**config.mk**
```make
export PLATFORM = sky130hd
export DESIGN_NAME = seven_seg_digit_driver
export DESIGN_NICKNAME = d
export VERILOG_FILES = /design/src/rtl/seven_seg_pkg.sv /design/src/rtl/hex_to_seg7.sv /design/src/rtl/seven_seg_digit_driver.sv
export SDC_FILE = /design/constraint.sdc
export NUM_CORES = 1
export LEC_CHECK = 0
export BUFFER_PORTS_ARGS = -buffer_cell sky130_fd_sc_hd__buf_4
export CAP_MARGIN = 10
export CORE_ASPECT_RATIO = 0.7
export CORE_MARGIN = 8
export CORE_UTILIZATION = 61
export DETAILED_ROUTE_END_ITERATION = 12
export PLACE_DENSITY_LB_ADDON = 0.2
export SLEW_MARGIN = 10
export SYNTH_ARGS = -nofsm -noshare
export SYNTH_HDL_FRONTEND = slang
export SYNTH_SLANG_ARGS = --single-unit
export TNS_END_PERCENT = 5
```
**constraint.sdc**
```tcl
create_clock -name clk -period 4.25 [get_ports clk]
set_input_delay 0.2125 -clock clk [delete_from_list [all_inputs] [get_ports clk]]
set_output_delay 0.2125 -clock clk [all_outputs]
set_load 0.01 [all_outputs]
```
**src/rtl/seven_seg_pkg.sv**
```systemverilog
// Shared constants for the seven-segment display path: anode one-hot codes,
// blank segment pattern, segment bit order and digit index encoding.
package seven_seg_pkg;

  localparam logic [6:0] SEG_BLANK = 7'h7F;

  localparam logic [3:0] AN_R  = 4'b1110;
  localparam logic [3:0] AN_RC = 4'b1101;
  localparam logic [3:0] AN_LC = 4'b1011;
  localparam logic [3:0] AN_L  = 4'b0111;

  // Bit positions within the active-low segment vector {g,f,e,d,c,b,a}
  typedef enum int unsigned {
    SEG_A = 0,
    SEG_B = 1,
    SEG_C = 2,
    SEG_D = 3,
    SEG_E = 4,
    SEG_F = 5,
    SEG_G = 6
  } seg_bit_e;

  typedef enum logic [1:0] {
    DIGIT_R  = 2'd0,
    DIGIT_RC = 2'd1,
    DIGIT_LC = 2'd2,
    DIGIT_L  = 2'd3
  } digit_e;

endpackage

```
**src/rtl/hex_to_seg7.sv**
```systemverilog
// Combinational hex nibble to active-low {g,f,e,d,c,b,a} segment decoder.
module hex_to_seg7
  import seven_seg_pkg::*;
(
  input  logic [3:0] nibble,
  output logic [6:0] seg_n
);

  always_comb begin
    seg_n = SEG_BLANK;
    case (nibble)
      4'h0: seg_n = 7'h40;
      4'h1: seg_n = 7'h79;
      4'h2: seg_n = 7'h24;
      4'h3: seg_n = 7'h30;
      4'h4: seg_n = 7'h19;
      4'h5: seg_n = 7'h12;
      4'h6: seg_n = 7'h02;
      4'h7: seg_n = 7'h78;
      4'h8: seg_n = 7'h00;
      4'h9: seg_n = 7'h10;
      4'hA: seg_n = 7'h08;
      4'hB: seg_n = 7'h03;
      4'hC: seg_n = 7'h46;
      4'hD: seg_n = 7'h21;
      4'hE: seg_n = 7'h06;
      4'hF: seg_n = 7'h0E;
      default: seg_n = SEG_BLANK;
    endcase
  end

endmodule

```
**src/rtl/seven_seg_digit_driver.sv**
```systemverilog
// Cathode driver: double-buffered hex value committed at scan-frame start,
// leading-zero blanking and per-digit decimal points for the lit digit.
module seven_seg_digit_driver
  import seven_seg_pkg::*;
#(
  parameter bit BLANK_LEADING = 1'b1
) (
  input  logic        clk,
  input  logic        reset,
  input  logic [3:0]  anode,
  input  logic [15:0] value,
  input  logic [3:0]  dp,
  input  logic        load,
  output logic        pending,
  output logic        frame_done,
  output logic [6:0]  seg_n,
  output logic        dp_n
);

  logic [3:0]  anode_s1, anode_s2;
  logic [15:0] staging_value, shadow_value;
  logic [3:0]  staging_dp, shadow_dp;
  logic        boundary, commit;
  digit_e      digit;
  logic        digit_valid, digit_blank, dp_sel, dp_next;
  logic [3:0]  nibble;
  logic [6:0]  decoded, seg_next;

  // Frame starts on the first synchronised cycle that digit R is lit
  assign boundary = (anode_s1 == AN_R) && (anode_s2 != AN_R);
  assign commit   = boundary && pending;

  always_comb begin
    digit       = DIGIT_R;
    digit_valid = 1'b1;
    case (anode_s2)
      AN_R:    digit = DIGIT_R;
      AN_RC:   digit = DIGIT_RC;
      AN_LC:   digit = DIGIT_LC;
      AN_L:    digit = DIGIT_L;
      default: digit_valid = 1'b0;
    endcase
  end

  always_comb begin
    nibble      = shadow_value[3:0];
    dp_sel      = shadow_dp[0];
    digit_blank = 1'b0;
    case (digit)
      DIGIT_R: begin
        nibble = shadow_value[3:0];
        dp_sel = shadow_dp[0];
      end
      DIGIT_RC: begin
        nibble      = shadow_value[7:4];
        dp_sel      = shadow_dp[1];
        digit_blank = BLANK_LEADING && (shadow_value[15:4] == '0);
      end
      DIGIT_LC: begin
        nibble      = shadow_value[11:8];
        dp_sel      = shadow_dp[2];
        digit_blank = BLANK_LEADING && (shadow_value[15:8] == '0);
      end
      DIGIT_L: begin
        nibble      = shadow_value[15:12];
        dp_sel      = shadow_dp[3];
        digit_blank = BLANK_LEADING && (shadow_value[15:12] == '0);
      end
      default: ;
    endcase
  end

  hex_to_seg7 u_hex_to_seg7 (
    .nibble (nibble),
    .seg_n  (decoded)
  );

  // Blanked digits still show their decimal point
  assign seg_next = (!digit_valid || digit_blank) ? SEG_BLANK : decoded;
  assign dp_next  = digit_valid ? ~dp_sel : 1'b1;

  always_ff @(posedge clk or posedge reset) begin
    if (reset) begin
      anode_s1      <= '1;
      anode_s2      <= '1;
      staging_value <= '0;
      staging_dp    <= '0;
      shadow_value  <= '0;
      shadow_dp     <= '0;
      pending       <= 1'b0;
      frame_done    <= 1'b0;
      seg_n         <= SEG_BLANK;
      dp_n          <= 1'b1;
    end else begin
      anode_s1   <= anode;
      anode_s2   <= anode_s1;
      frame_done <= commit;
      seg_n      <= seg_next;
      dp_n       <= dp_next;
      if (commit) begin
        shadow_value <= staging_value;
        shadow_dp    <= staging_dp;
      end
      // A coincident load restages after the old staging was committed
      if (load) begin
        staging_value <= value;
        staging_dp    <= dp;
        pending       <= 1'b1;
      end else if (commit) begin
        pending <= 1'b0;
      end
    end
  end

endmodule
```
# Word-level counts from Yosys, hierarchy flattened
# Memory sizes are Yosys's and may differ from the RTL's.
# Cells that the tools add are included.
[word_totals]
in_bits = 27
romBits = 112
register_bits = 58
n_memories = 1
[memory_table]
columns = ["name", "depth", "word_bits", "rd", "rd_ports_with_merged_regs", "wr", "line_no", "text"]
rows = [
  ["(name not given)", 16, 7, 1, 0, 0, "hex_to_seg7.sv:11", "case (nibble)"],
]
[op_classes]
muxes = 9
bitwise = 1
n_eq_ne = 9
reduce_logical = 10
[ops]
columns = ["operator", "n"]
rows = [
  ["4-bit equality test (second input constant)", 4],
  ["4-bit one-hot mux with 4 select lines", 1],
  ["12-bit zero test", 1],
  ["8-bit zero test", 1],
  ["7-bit 2-to-1 mux", 1],
  ["2-bit one-hot mux with 3 select lines", 1],
  ["2-bit equality test (second input constant)", 2],
  ["4-bit by 3-bit equality test with 1-bit output (second input constant)", 1],
  ["4-bit zero test", 1],
  ["1-bit 2-to-1 mux", 4],
  ["4-bit inequality test (second input constant)", 1],
  ["1-bit one-hot mux with 4 select lines", 1],
  ["4-bit OR reduction", 1],
  ["1-bit one-hot mux with 3 select lines", 1],
  ["2-bit by 1-bit equality test with 1-bit output (second input constant)", 1],
  ["1-bit logical AND", 2],
  ["2-bit zero test", 1],
  ["2-bit nonzero test", 1],
  ["1-bit zero test", 1],
  ["1-bit logical OR", 1],
  ["1-bit inverter", 1],
]

# Depth between registers and ports, before layout
[depth]
ltp_word = 6
depth_mapped = 12
mapped_depth_nobuf = 10

# Hierarchy
# From an unflattened synthesis, not the netlist that was laid out.
[unflattened]
hier_cells = 183
hier_area_um2 = 2516.2
[by_module_without_submodules]
columns = ["mod", "instances", "area_each_um2", "seq_area_each_um2", "cells_per_inst"]
rows = [
  ["seven_seg_digit_driver", 1, 2268.4, 1471.4, 148],
  ["hex_to_seg7", 1, 247.7, 0.0, 35],
]

# Least setup slack after synthesis
# OpenSTA, ideal clock, no wires.
[synth_timing]
path_type = "register to register"
start = "register anode_s2[2]"
end = "register seg_n[0]"
path_slack_ns = 1.717
t_arrival_ns = 2.445
period_less_slack_ns = 2.533
path_stages_with_launch = 13
required_time_ns = 4.162
setup_time_ns = 0.088
path_cell_list = "dfstp_2 > buf_2 > a21oi_1 > a311o_1 > buf_2 > a211o_1 > nand2_1 > inv_1 > ha_1 > a211o_1 > o221ai_1 > mux2_1 > a22oi_1"
[synth_between]
elab_chain_cells = 6
word_cells_on_any_way = 17
classes_between = "eq/ne: 7; mux: 5; reduce/logical: 4; memory: 1"
[synth_rtl]
columns = ["element", "line_no", "text"]
rows = [
  ["from (decl)", "seven_seg_digit_driver.sv:20", "logic [3:0] anode_s1, anode_s2;"],
  ["from (signal assigned)", "seven_seg_digit_driver.sv:96", "anode_s2 <= anode_s1;"],
  ["4-bit by 3-bit equality test with 1-bit output / 4-bit equality test (equally long branches)", "seven_seg_digit_driver.sv:36", "case (anode_s2)"],
  ["2-bit one-hot mux with 3 select lines / 4-bit OR reduction (equally long branches)", "--", ""],
  ["2-bit equality test (tied with other cells)", "seven_seg_digit_driver.sv:49", "case (digit)"],
  ["4-bit one-hot mux with 4 select lines (tied with other cells)", "seven_seg_digit_driver.sv:49", ""],
  ["memory 16 x 7 bit / 1-bit logical OR (equally long branches)", "--", ""],
  ["7-bit 2-to-1 mux *", "seven_seg_digit_driver.sv:79", "assign seg_next = (!digit_valid || digit_blank) ? SEG_BLANK : decoded;"],
  ["net seg_next[0]", "seven_seg_digit_driver.sv:27", "logic [6:0] decoded, seg_next;"],
  ["to (signal assigned)", "seven_seg_digit_driver.sv:98", "seg_n <= seg_next;"],
  ["to (decl)", "seven_seg_digit_driver.sv:16", "output logic [6:0] seg_n,"],
]
# The timed path passes the listed nets; every way through them passes the cells marked *.
# A chain may end at the register's enable or synchronous reset.

# Final worst setup path
[layout_timing]
start = "register anode_s2[3]"
end = "register seg_n[0]"
# Same word-level chain as after synthesis.

==> metrics.md <==
| Metric | Value |
|---|---|
| Outcome | `finished, final reports clean` |
| Worst Max-Slew Pin Slew | `0.9085 ns` |
| Main flop type after synthesis | `dfrtp_1` |
| Synth Instances | `204` |
| Die area | `6730 µm²` |
| Register area | `1471 µm²` |
| Net Count, Synth | `237` |
| Vias in the first global route | `1829` |
| Crit share post-route | `0.6951` |
| Commonest non-fill, non-tap cell in the layout | `dfrtp_1` |
| ANT cells | `0` |
| Switching pwr | `408.1 µW` |
| Slowest Stage Delay on Critical Path | `0.66 ns` |
| Count of pins over their slew limit | `0` |
| Min cycle time layout | `2.954 ns` |
| WL/cell | `17.31 µm` |
| Non-filler cells in the finished layout | `306` |
| Largest family of logic cells by synthesized area | `multiplexers` |
| Layout cells sized above 1 | `0.4343` |
| Setup crit start kind | `flop` |
| DRT iter0 DRCs | `95` |
| Starting Density | `0.6215` |
| Initial antenna violation count | `0` |
| EDFF count, synth | `0` |
| Clock Skew | `0.007511 ns` |
| Worst r2r path cells | `9` |
| First-pass GRT wire length | `8921 µm` |
| Placed insts | `286` |
| Mux cell area share after synthesis | `0.1860` |
| Top Family by Delay on Critical Path | `simple AND/OR/NAND/NOR gates` |
| Clk network pwr share | `0.333` |
| Clk_lat worst skew | `0.34 ns` |
| H-tree lvl count | `3` |
| Sequential Power Share | `0.477` |
| Total core area | `4254 µm²` |
| Boundary pin count | `37` |
| WP data arrival | `3.21 ns` |
| Most frequent cells in the layout | `42 x dfrtp_1, 40 x mux2_2, 37 x buf_4` |
| Comb power frac | `0.190` |
| DRC | `0` |
| Kind of critical path | `flop to flop` |
| Switching Share | `0.2699` |
| Fin Setup TNS | `0 ns` |
| Fillcell total | `291` |
| Placer Congestion | `0.8926` |
| DR vias | `1799` |
| Post-route ant nets | `0` |
| Vias per cell | `5.879` |
| XOR/XNOR share of the synthesized area | `0.003313` |
| Synth Area in Compound Gates | `0.1070` |
| Crit path depth | `9` |
| CP max-delay cell | `dfstp_2` |
| FF-to-FF setup slack | `1.30 ns` |
| Power per Cell Area | `475.0 nW/µm²` |
| Die H | `71.08 µm` |
| CTS clk-pin slew, worst paths | `0.06 ns` |
| CP cell instances | `nand2b_1, a311o_1, nor3_1, nor2_1, ha_1, nand2b_1, o221ai_1, mux2_1, a22oi_1` |
| CP most frequent cell | `nand2b_1` |
| Seq cells post-synth | `58` |
| CTS tree | `yes` |
| Finish-stage setup viols | `0` |
| Cell Int Power | `1104 µW` |
| Total CTS buffers | `9` |
| Type of destination of the critical path | `flop` |
| Post-Syn Area | `2644 µm²` |
| Clock Tree Buf Depth | `2` |
| Overall routing resource usage | `0.1743` |
| Hold Crit Class | `input pin to async pin` |
| Adder-cell share of the synthesized area | `0.02840` |
| Detailed Route WL | `5297 µm` |
| DRT Pass-1 Iters | `4` |
| Synth unique cells | `45` |
| Worst path bufs/invs | `0` |
| DP HPWL | `3679 µm` |
| Async set-reset flop share out of synthesis | `1.000` |
| Yosys warns | `0` |
| Peak VDD IR | `0.3118 mV` |
| Postcts setup bufs | `0` |
| Leakage | `0.001396 µW` |
| Total grt overflow | `0` |
| Post-Synth Simple-Gate Area | `0.08992` |
| Area grow syn2layout | `20.40%` |
| PortBufs | `36` |
| CP required | `4.51 ns` |
| Launching point of the worst reg2reg path | `anode_s2[3]` |
| Cell Rows | `20` |
| Crit path max fanout | `16` |
| Die extent in x | `94.69 µm` |
| Sequential fraction of the synthesis area | `0.5566` |
| Multi-input logic area | `1096 µm²` |
| Fin util | `0.7482` |
| # nets final | `279` |
| Slew Limit Headroom | `0.3929` |
| Max-cap violation count | `0` |
| Design Power | `1512 µW` |
| CP startpoint | `anode_s2[3]` |
| Final hold vios | `0` |
| FMAX | `0.3385 GHz` |
| R2R Path End | `seg_n[0]` |
| RSZ-0062 raised after global routing | `no` |
| Clock Sinks | `58` |
| Largest net degree at the start of global routing | `59` |
| Root Driver | `clkbuf_8` |
| Syn avg cell area | `12.96 µm²` |
-- per-layer routing --
metal / global-route usage / share of wire / up-vias
met1: 0.2246 / 0.46 / 897
met3: 0.07188 / 0.066 / 11
met4: 0.08276 / 0.015 / 0
li1: - / - / 837
met2: 0.2469 / 0.46 / 54
met5: 0 / 0 / -
-- power groups by stage --
stage	logic, µW	clock network [µW]	registers, µW
2_1_floorplan	206	0	705
6_report	287	504	721
3_3_place_gp	277	0	724
5_1_grt	314	545	731
3_5_place_dp	283	0	727
4_1_cts	288	519	719
-- registers in the layout, summed over array words and instances (netlist names) --
register and cells:
frame_done 1, anode_s2 4, shadow_dp 4, staging_value 16, staging_dp 4, shadow_value 16, seg_n 7, dp_n 1
anode_s1 4, pending 1
-- worst register-to-register path, stage by stage, from the launching register on --
cell      delay, ns
dfstp_2        0.66
nand2b_1       0.18
a311o_1        0.47
nor3_1         0.14
nor2_1         0.34
ha_1           0.32
nand2b_1       0.13
o221ai_1       0.11
mux2_1         0.32
a22oi_1        0.20
-- worst max-delay path by stage --
stage	slack [ns]	to
3_3_place_gp	1.43	seg_n[0]
2_1_floorplan	1.72	seg_n[0]
6_report	1.30	seg_n[0]
5_1_grt	1.12	seg_n[0]
4_1_cts	1.33	seg_n[0]
3_5_place_dp	1.32	seg_n[0]
-- synth_stat cells, types with 2 or more instances --
library cell  count  share of area
mux2i_1           3          0.011
mux2_2           40           0.17
nand4b_1          2         0.0066
nor4_1            3         0.0071
nor2_1            3         0.0043
inv_1             8          0.011
o21ai_0           2         0.0038
a211o_1           3         0.0099
o221ai_1          4          0.013
a32oi_1           2         0.0066
nand2b_1          5          0.012
nor3_1            2         0.0038
clkbuf_1          5         0.0071
a21oi_1           8          0.015
a221oi_1          2         0.0066
dfstp_2          16           0.16
nand2_1          11          0.016
ha_1              6          0.028
nand3b_1          8          0.023
dfrtp_1          42           0.40
buf_2             4         0.0076
o211ai_1          2         0.0057
-- cell families after synthesis --
group	after synthesis
fa+ha+maj	6
buf+inv	18
simple gates	41
mux	44
flops	58
compound gates	36
xor+xnor	1
-- cell type report --
| type | instances | share of cell area |
|---|---|---|
| flip-flops and latches | 58 | 0.4623 |
| multi-input cells | 128 | 0.3443 |
| repair buffers | 41 | 0.09984 |
| clock buffers | 13 | 0.04992 |
| well taps | 55 | 0.02162 |
| clock inverters | 3 | 0.01258 |
| inverters | 8 | 0.009434 |
-- through the flow --
stage | hold slack (ns) | worst slack [ns] | instance area, µm²
CTS | 0.08050 | 1.327 | 3183
detailed placement | 0.3220 | 1.319 | 2944
global placement | 0.3207 | 1.430 | 2944
floorplan | 0.2170 | 1.717 | 2644
finish | 0.06868 | 1.296 | 3183
global route | 0.08146 | 1.120 | 3183
-- what timing repair did --
action | 4_1_cts | 5_1_grt
endpoints found under the hold margin | 4 | 0
resized for setup | 0 | 0
hold buffers | 4 | 0
Power figures use the tool's default switching activity.
